===== config.mk =====
export PLATFORM = sky130hd
export DESIGN_NAME = vram_arbiter_flat
export DESIGN_NICKNAME = d
export VERILOG_FILES = /design/src/rtl/elc3_vram_pkg.sv /design/src/rtl/vram_arbiter_if.sv /design/src/rtl/vram_arbiter.sv /design/src/flat_wrapper.sv
export SDC_FILE = /design/constraint.sdc
export NUM_CORES = 1
export LEC_CHECK = 0
export BUFFER_PORTS_ARGS = -buffer_cell sky130_fd_sc_hd__clkbuf_2
export CAP_MARGIN = 20
export CORE_MARGIN = 8
export CORE_UTILIZATION = 43
export DETAILED_ROUTE_END_ITERATION = 7
export GPL_ROUTABILITY_DRIVEN = 0
export PLACE_DENSITY = 0.8
export SYNTH_ARGS = -nofsm -noshare
export SYNTH_HDL_FRONTEND = slang
export SYNTH_SLANG_ARGS = --single-unit

===== constraint.sdc =====
create_clock -name Clk -period 2 [get_ports Clk]
set_input_delay 0.4 -clock Clk [delete_from_list [all_inputs] [get_ports Clk]]
set_output_delay 0.4 -clock Clk [all_outputs]
set_load 0.005 [all_outputs]

===== src/rtl/elc3_vram_pkg.sv =====
// Shared types and default geometry for the VRAM arbiter.
// Owner tags travel down the return pipe; the CPU FSM tracks its single outstanding access.
package elc3_vram_pkg;

  localparam int ADDR_W_DEF = 13;
  localparam int DATA_W_DEF = 16;
  localparam int WAIT_W_DEF = 16;

  // Grant-to-return depth: one issue register plus one RAM read cycle.
  localparam int TAG_STAGES = 2;

  typedef enum logic [1:0] {OWN_NONE, OWN_DISP, OWN_CPU} vram_owner_t;

  typedef enum {C_IDLE, C_ISSUE, C_RESP} cpu_state_t;

endpackage


===== src/rtl/vram_arbiter_if.sv =====
// Bundle of display, CPU and VRAM-macro signals around the arbiter.
// slave = arbiter side, master = surrounding fetch logic / CPU / RAM.
interface vram_arbiter_if
  import elc3_vram_pkg::*;
#(
  parameter int ADDR_W = ADDR_W_DEF,
  parameter int DATA_W = DATA_W_DEF,
  parameter int WAIT_W = WAIT_W_DEF
) ();

  logic              Disp_Req;
  logic [ADDR_W-1:0] Disp_Addr;
  logic              Disp_Valid;
  logic [DATA_W-1:0] Disp_Data;

  logic              Cpu_Req;
  logic              Cpu_WE;
  logic [ADDR_W-1:0] Cpu_Addr;
  logic [DATA_W-1:0] Cpu_WData;
  logic              Cpu_Ack;
  logic [DATA_W-1:0] Cpu_RData;
  logic [WAIT_W-1:0] Cpu_Wait;

  logic [ADDR_W-1:0] Mem_Addr;
  logic              Mem_WE;
  logic [DATA_W-1:0] Mem_WData;
  logic [DATA_W-1:0] Mem_RData;

  modport slave (
    input  Disp_Req, Disp_Addr, Cpu_Req, Cpu_WE, Cpu_Addr, Cpu_WData, Mem_RData,
    output Disp_Valid, Disp_Data, Cpu_Ack, Cpu_RData, Cpu_Wait,
           Mem_Addr, Mem_WE, Mem_WData
  );

  modport master (
    output Disp_Req, Disp_Addr, Cpu_Req, Cpu_WE, Cpu_Addr, Cpu_WData, Mem_RData,
    input  Disp_Valid, Disp_Data, Cpu_Ack, Cpu_RData, Cpu_Wait,
           Mem_Addr, Mem_WE, Mem_WData
  );

endinterface


===== src/rtl/vram_arbiter.sv =====
// Single-port VRAM arbiter: display fetch always wins, CPU takes free cycles.
// Both requesters see a fixed 2-cycle grant-to-return latency via an owner-tag pipe.
module vram_arbiter
  import elc3_vram_pkg::*;
#(
  parameter int ADDR_W = ADDR_W_DEF,
  parameter int DATA_W = DATA_W_DEF,
  parameter int WAIT_W = WAIT_W_DEF
) (
  input  logic          Clk,
  input  logic          Reset_N,
  vram_arbiter_if.slave bus
);

  cpu_state_t          r_state, w_state_nxt;
  vram_owner_t         w_grant;
  vram_owner_t         r_tag [1:TAG_STAGES];
  logic [TAG_STAGES:1] r_cpu_rd;

  logic [ADDR_W-1:0]   r_mem_addr;
  logic                r_mem_we;
  logic [DATA_W-1:0]   r_mem_wdata;
  logic [DATA_W-1:0]   r_disp_data;
  logic [DATA_W-1:0]   r_cpu_rdata;
  logic [WAIT_W-1:0]   r_wait;

  logic                w_disp_vld;
  logic                w_cpu_ack;
  logic                w_cpu_rd_ret;
  logic                w_wait_inc;

  // Display has absolute priority; CPU only when no access of its own is in flight.
  always_comb begin
    w_grant = OWN_NONE;
    if (bus.Disp_Req)
      w_grant = OWN_DISP;
    else if (r_state == C_IDLE && bus.Cpu_Req)
      w_grant = OWN_CPU;
  end

  always_comb begin
    w_state_nxt = r_state;
    case (r_state)
      C_IDLE:  if (w_grant == OWN_CPU) w_state_nxt = C_ISSUE;
      C_ISSUE: w_state_nxt = C_RESP;
      C_RESP:  w_state_nxt = C_IDLE;
      default: w_state_nxt = C_IDLE;
    endcase
  end

  always_ff @(posedge Clk or negedge Reset_N) begin
    if (!Reset_N) r_state <= C_IDLE;
    else          r_state <= w_state_nxt;
  end

  // Issue stage: RAM address/control are registered straight from the winner.
  always_ff @(posedge Clk or negedge Reset_N) begin
    if (!Reset_N) begin
      r_mem_addr  <= '0;
      r_mem_we    <= 1'b0;
      r_mem_wdata <= '0;
    end else begin
      case (w_grant)
        OWN_DISP: begin
          r_mem_addr <= bus.Disp_Addr;
          r_mem_we   <= 1'b0;
        end
        OWN_CPU: begin
          r_mem_addr  <= bus.Cpu_Addr;
          r_mem_we    <= bus.Cpu_WE;
          r_mem_wdata <= bus.Cpu_WData;
        end
        default: r_mem_we <= 1'b0;
      endcase
    end
  end

  always_ff @(posedge Clk or negedge Reset_N) begin
    if (!Reset_N) begin
      for (int i = 1; i <= TAG_STAGES; i++) r_tag[i] <= OWN_NONE;
      r_cpu_rd <= '0;
    end else begin
      r_tag[1]    <= w_grant;
      r_cpu_rd[1] <= (w_grant == OWN_CPU) && !bus.Cpu_WE;
      for (int i = 2; i <= TAG_STAGES; i++) begin
        r_tag[i]    <= r_tag[i-1];
        r_cpu_rd[i] <= r_cpu_rd[i-1];
      end
    end
  end

  assign w_disp_vld   = (r_tag[TAG_STAGES] == OWN_DISP);
  assign w_cpu_ack    = (r_tag[TAG_STAGES] == OWN_CPU);
  assign w_cpu_rd_ret = w_cpu_ack && r_cpu_rd[TAG_STAGES];

  // RAM data is only valid in the return cycle, so keep a copy for the hold behaviour.
  always_ff @(posedge Clk or negedge Reset_N) begin
    if (!Reset_N) begin
      r_disp_data <= '0;
      r_cpu_rdata <= '0;
    end else begin
      if (w_disp_vld)   r_disp_data <= bus.Mem_RData;
      if (w_cpu_rd_ret) r_cpu_rdata <= bus.Mem_RData;
    end
  end

  assign w_wait_inc = bus.Cpu_Req && (r_state == C_IDLE) && (w_grant != OWN_CPU);

  always_ff @(posedge Clk or negedge Reset_N) begin
    if (!Reset_N)                         r_wait <= '0;
    else if (w_wait_inc && r_wait != '1)  r_wait <= r_wait + 1'b1;
  end

  assign bus.Disp_Valid = w_disp_vld;
  assign bus.Disp_Data  = w_disp_vld ? bus.Mem_RData : r_disp_data;
  assign bus.Cpu_Ack    = w_cpu_ack;
  assign bus.Cpu_RData  = w_cpu_rd_ret ? bus.Mem_RData : r_cpu_rdata;
  assign bus.Cpu_Wait   = r_wait;
  assign bus.Mem_Addr   = r_mem_addr;
  assign bus.Mem_WE     = r_mem_we;
  assign bus.Mem_WData  = r_mem_wdata;

endmodule


===== src/flat_wrapper.sv =====
// flat-port wrapper written by rule: the top's interface ports become plain ports
module vram_arbiter_flat import elc3_vram_pkg::*;
#(
  parameter int ADDR_W = ADDR_W_DEF,
  parameter int DATA_W = DATA_W_DEF,
  parameter int WAIT_W = WAIT_W_DEF
)
  (Clk, Reset_N, bus_Disp_Req, bus_Disp_Addr, bus_Cpu_Req, bus_Cpu_WE, bus_Cpu_Addr, bus_Cpu_WData, bus_Mem_RData, bus_Disp_Valid, bus_Disp_Data, bus_Cpu_Ack, bus_Cpu_RData, bus_Cpu_Wait, bus_Mem_Addr, bus_Mem_WE, bus_Mem_WData);
  vram_arbiter_if #(.ADDR_W(ADDR_W), .DATA_W(DATA_W), .WAIT_W(WAIT_W)) bus_i ();
  input  logic Clk;
  input  logic Reset_N;
  input wire logic [$bits(bus_i.Disp_Req)-1:0] bus_Disp_Req;
  input wire logic [$bits(bus_i.Disp_Addr)-1:0] bus_Disp_Addr;
  input wire logic [$bits(bus_i.Cpu_Req)-1:0] bus_Cpu_Req;
  input wire logic [$bits(bus_i.Cpu_WE)-1:0] bus_Cpu_WE;
  input wire logic [$bits(bus_i.Cpu_Addr)-1:0] bus_Cpu_Addr;
  input wire logic [$bits(bus_i.Cpu_WData)-1:0] bus_Cpu_WData;
  input wire logic [$bits(bus_i.Mem_RData)-1:0] bus_Mem_RData;
  output wire logic [$bits(bus_i.Disp_Valid)-1:0] bus_Disp_Valid;
  output wire logic [$bits(bus_i.Disp_Data)-1:0] bus_Disp_Data;
  output wire logic [$bits(bus_i.Cpu_Ack)-1:0] bus_Cpu_Ack;
  output wire logic [$bits(bus_i.Cpu_RData)-1:0] bus_Cpu_RData;
  output wire logic [$bits(bus_i.Cpu_Wait)-1:0] bus_Cpu_Wait;
  output wire logic [$bits(bus_i.Mem_Addr)-1:0] bus_Mem_Addr;
  output wire logic [$bits(bus_i.Mem_WE)-1:0] bus_Mem_WE;
  output wire logic [$bits(bus_i.Mem_WData)-1:0] bus_Mem_WData;
  assign bus_i.Disp_Req = bus_Disp_Req;
  assign bus_i.Disp_Addr = bus_Disp_Addr;
  assign bus_i.Cpu_Req = bus_Cpu_Req;
  assign bus_i.Cpu_WE = bus_Cpu_WE;
  assign bus_i.Cpu_Addr = bus_Cpu_Addr;
  assign bus_i.Cpu_WData = bus_Cpu_WData;
  assign bus_i.Mem_RData = bus_Mem_RData;
  assign bus_Disp_Valid = bus_i.Disp_Valid;
  assign bus_Disp_Data = bus_i.Disp_Data;
  assign bus_Cpu_Ack = bus_i.Cpu_Ack;
  assign bus_Cpu_RData = bus_i.Cpu_RData;
  assign bus_Cpu_Wait = bus_i.Cpu_Wait;
  assign bus_Mem_Addr = bus_i.Mem_Addr;
  assign bus_Mem_WE = bus_i.Mem_WE;
  assign bus_Mem_WData = bus_i.Mem_WData;
  vram_arbiter #(.ADDR_W(ADDR_W), .DATA_W(DATA_W), .WAIT_W(WAIT_W)) u_core (.Clk(Clk), .Reset_N(Reset_N), .bus(bus_i));
endmodule

Word level (Yosys, flattened, before mapping)
Cells that the tools add are included.

operators by class
  add/sub/neg operators = 1
  multiply operators = 0
  div/mod/pow operators = 0
  order comparisons = 0
  equality and inequality tests = 8
  shift operators = 0
  muxes and demuxes = 8
  bitwise logic cells = 0
  reductions and logical operators = 9

operators by type and width
  cell                     count
  $logic_not A32 Y1        2
  $pmux W32 S2             1
  $eq A32 B1 Y1 const B    1
  $mux W16                 2
  $mux W32                 1
  $pmux W13 S2             1
  $add A16 B1 Y16 const B  1
  $ne A16 B16 Y1 const B   1
  $logic_and A1 B1 Y1      5
  $eq A2 B1 Y1 const B     2
  $eq A2 B2 Y1 const B     2
  $mux W2                  2
  $ne A2 B1 Y1 const B     1
  $ne A2 B2 Y1 const B     1
  $reduce_bool A2 Y1       1
  $logic_not A1 Y1         1
  $mux W1                  1

storage, ports and cells
  flip-flop bits (word level) = 116
  latch bits = 0
  bits in writable memories = 0
  bits in read-only memories = 0
  input port bits = 63
  output and inout port bits = 80
  logic and storage cells = 36
  memories kept = 0

Longest topological paths before layout
  depth after elaboration = 7
  gate-level depth with buffers = 5
  mapped depth without buffers = 5

Least setup slack after synthesis
No wires, ideal clock.

  kind = reg-to-reg
  start point = register u_core.r_wait[0] (netlist: u_core.bus.Cpu_Wait[0])
  end point = register u_core.r_wait[1] (netlist: u_core.bus.Cpu_Wait[1])
  setup time = 127 ps
  arrival = 1802 ps
  setup slack = 70 ps
  stages on the path, launching flop included = 6
  clock period less this slack = 1930 ps
  cells stage by stage = dfrtp_1 > ha_1 > nand4_2 > or4_4 > nand3_2 > mux2_1

on the way
  word-level cells in the longest chain between the ends = 2

ends and longest elaborated chain
  element                                                                  RTL line             text
  start: declaration                                                       vram_arbiter.sv:25   logic [WAIT_W-1:0] r_wait;
  start signal: assignment                                                 vram_arbiter.sv:111  else if (w_wait_inc && r_wait != '1) r_wait <= r_wait + 1'b1;
  parallel branches: the longest is 2 deep, another holds $add A16 B1 Y16  n/a

Parallel ways; which one is timed is not known.
A chain may end at the register's enable or synchronous reset.

Worst setup path in the final report
  start point = register u_core.r_tag[0] (netlist name)
  end point = output port bus_Disp_Data[2]

on the way
  word-level cells in the longest chain between the ends = 2

ends and longest elaborated chain
  element                           RTL line             text
  start: declaration                vram_arbiter.sv:17   vram_owner_t r_tag [1:TAG_STAGES];
  start signal: indexed assignment  vram_arbiter.sv:86   r_tag[i] <= r_tag[i-1];
  $eq A2 B1 Y1                      vram_arbiter.sv:92   assign w_disp_vld = (r_tag[TAG_STAGES] == OWN_DISP);
  $mux W16                          vram_arbiter.sv:115  assign bus.Disp_Data = w_disp_vld ? bus.Mem_RData : r_disp_data;
  end: declaration                  flat_wrapper.sv:20   output wire logic [$bits(bus_i.Disp_Data)-1:0] bus_Disp_Data;

No other way between the ends.

==> run metrics <==
Post-synth ARST share between 90% and 100%; Worst R2R End u_core.bus.Cpu_Wait[1]; f_max between 0.4 and 0.5 GHz; Die W approximately 110 um; worst slew pin tran ~440 ps; Site Rows 32; # IOs between 100 and 150; Mapped Cells around 250; commonest cells in the netlist dfrtp_1 (86), mux2_2 (46), nand2_1 (19), o21ai_0 (14), mux2i_1 (13); Tcrit/Tclk final 101%; first-pass GRT wire length ~15 mm; FF+latch count, synth 86; area delta synth->final 43.2%; end of the worst hold path u_core.r_cpu_rd[1]; Post-synth EDFFs 0; most frequent cell after synthesis dfrtp_1; Worst VDD drop 0.000385 V; Finished Core Util 63.9%; Vias per Instance ~5; clock sink count 86; initial DRC count 61; CP Buf/Inv Count 2; CP max-delay cell dfrtp_1; initial core utilization 44.7%; fin nets ~490; Setup WS post-layout -19.4 ps; Post-Syn Nets 312; Synth Flop Type dfrtp_1; global route overflow 0; Root Buffer clkbuf_8; CP max stage delay ~400 ps; Cell Area, Synth 3470 um2; Final Max Slew Viols 0; Num CTS Buffers 9; top cells by area, synth dfrtp_1 (62%), mux2_2 (15%), mux2i_1 (3.8%); full die area ~11000 um2; worst r2r src u_core.bus.Cpu_Wait[1]; Hold Violations, Final 0; placed cell areas ~4400 um2; # DRC 0; crit-path max FO 8; max_cap viols 0; Synth area leader dfrtp_1; Worst Setup Path Type reg2out; clock skew between 10 and 15 ps; HP Class in2reg; hold depth 2; H-tree Lvls 3; routed vias about 2700; Detailed Route WL about 10 mm; initial antenna violation count 0; dpl cells about 490; Yosys cell types 37; Critical Path, Cell by Cell nor2b_4 -> buf_8 -> mux2_4 -> clkbuf_2; Routed WL per cell 18.5 um; CP top delay family flip-flops; post-synth top area share roughly 62%; Setup Viol. Count Final 17; layout cells sized above 1 58.3%; synth warn 0; post-DP HPWL about 6.5 mm; Crit. End Element output pin; Antenna diodes 0; final instance area slightly below 5000 um2; CTS tree done; Placeable Area approximately 7800 um2; total global-route track usage between 10% and 20%; Arrival @ worst endpoint around 1600 ps; outcome complete, but fails checks; largest net degree at the start of global routing 40; Non-Filler Instances 531; Power Dens Cells roughly 910 nW/um2; minimum clock period slightly above 2000 ps; r2r setup slk about 90 ps; syn_area_per_cell roughly 14 um2; failing checks setup timing; hold path start bus_Cpu_WE; critical path launch point type flip-flop; Buffers on Ports approximately 140; slew margin rel. a little under three quarters; CP Data Required Time about 1600 ps; Die Height between 100 and 150 um; Pleak roughly 2.6 nW; unrepaired setup endpoints after global routing yes; register area share after synthesis roughly 62%; Detailed Routing Iterations Pass 1 4; worst reg2reg path depth 5; maximum clock path buffer count 2; antenna-violating nets left 0; worst skew pair latency 350 ps; clock-pin transition on the worst setup and hold timing paths approximately 90 ps; number of global-route vias before repair 2853
==> sequential cells by signal, summed over array words and instances, names as in the netlist <==
register	count
u_core.r_state	2
u_core.r_cpu_rd	2
u_core.bus.Mem_Addr	13
u_core.r_disp_data	16
u_core.bus.Cpu_Wait	16
u_core.bus.Mem_WData	16
u_core.r_cpu_rdata	16
u_core.r_tag	4
u_core.bus.Mem_WE	1
==> how the worst max path moves through the flow <==
stage,startpoint,endpoint,cells after the start
floorplan,u_core.bus.Cpu_Wait[0],u_core.bus.Cpu_Wait[1],5
global placement,u_core.bus.Cpu_Wait[1],u_core.bus.Cpu_Wait[1],5
detailed placement,u_core.bus.Cpu_Wait[1],u_core.bus.Cpu_Wait[1],5
CTS,u_core.r_tag[1],bus_Cpu_RData[6],5
global route,u_core.r_tag[1],bus_Cpu_RData[5],5
finish,u_core.r_tag[0],bus_Disp_Data[2],4
==> area by class of cell <==
cell class                      instances  area, um2
Fill cell                             599       2800
Sequential cell                        86       2150
Multi-Input combinational cell        151       1410
Timing Repair Buffer                  175       1070
Clock buffer                           10        128
Tap cell                              102        128
Clock inverter                          6       76.3
Inverter                                1       3.75
==> kinds of logic after synthesis <==
family,synth area share (%)
and+or+nand+nor,10.5
xor gates and xnor gates,3.03
muxes,19.7
buffers and inverters,1.55
adders and majority gates,0.361
DFF,62.0
AOI/OAI and AO/OA,2.81
==> layout by cell type, fill, tap and decap left out, drive strengths merged <==
master / n
o211ai: 1
or3b: 1
o21ai: 15
dlygate4sd3: 1
nor3: 6
nand3: 5
nor2b: 3
nor4: 3
o21a: 2
xnor2: 9
mux2i: 13
and2: 1
bufinv: 1
or2: 1
nor2: 2
nand2: 19
clkbuf: 143
ha: 1
or3: 1
nor3b: 1
buf: 41
mux2: 49
and3: 2
or4: 1
xor2: 3
nand3b: 1
inv: 5
dfrtp: 86
clkinv: 1
nand4: 11
==> per-layer routing <==
layer  track usage (%)  wire [um]  up-vias
li1                  -          -     1229
met1              19.6       4140     1307
met2              26.9       4810      105
met3              5.12        664       13
met4              6.33        185        0
met5                 0          0        -
==> power breakdown <==
group          switching [W]  total, W  internal, W
registers           0.000189   0.00219      0.00201
clock network       0.000643   0.00125     0.000602
logic               0.000467   0.00110     0.000631
==> repair_timing <==
| action | in CTS | in global routing |
|---|---|---|
| gates cloned | 3 | 0 |
| gates resized for setup | 33 | 23 |
| pin swaps | 1 | 1 |
| setup buffers | 8 | 9 |
| hold endpoints to repair | 32 | 0 |
| hold buffers | 1 | 0 |
| endpoints found under the setup margin | 32 | 32 |
==> per-stage QoR <==
| stage | TNS (ps) | setup WS [ps] | power, W | hold WS, ps |
|---|---|---|---|---|
| 3_5_place_dp | 0 | 107 | 0.00310 | 347 |
| 6_report | -152 | -19.4 | 0.00454 | 223 |
| 2_1_floorplan | 0 | 70.5 | 0.00258 | 104 |
| 3_3_place_gp | 0 | 159 | 0.00305 | 334 |
| 5_1_grt | -2340 | -98.2 | 0.00479 | 211 |
| 4_1_cts | -516 | -29.5 | 0.00446 | 214 |
(Power assumes the default switching activity.)
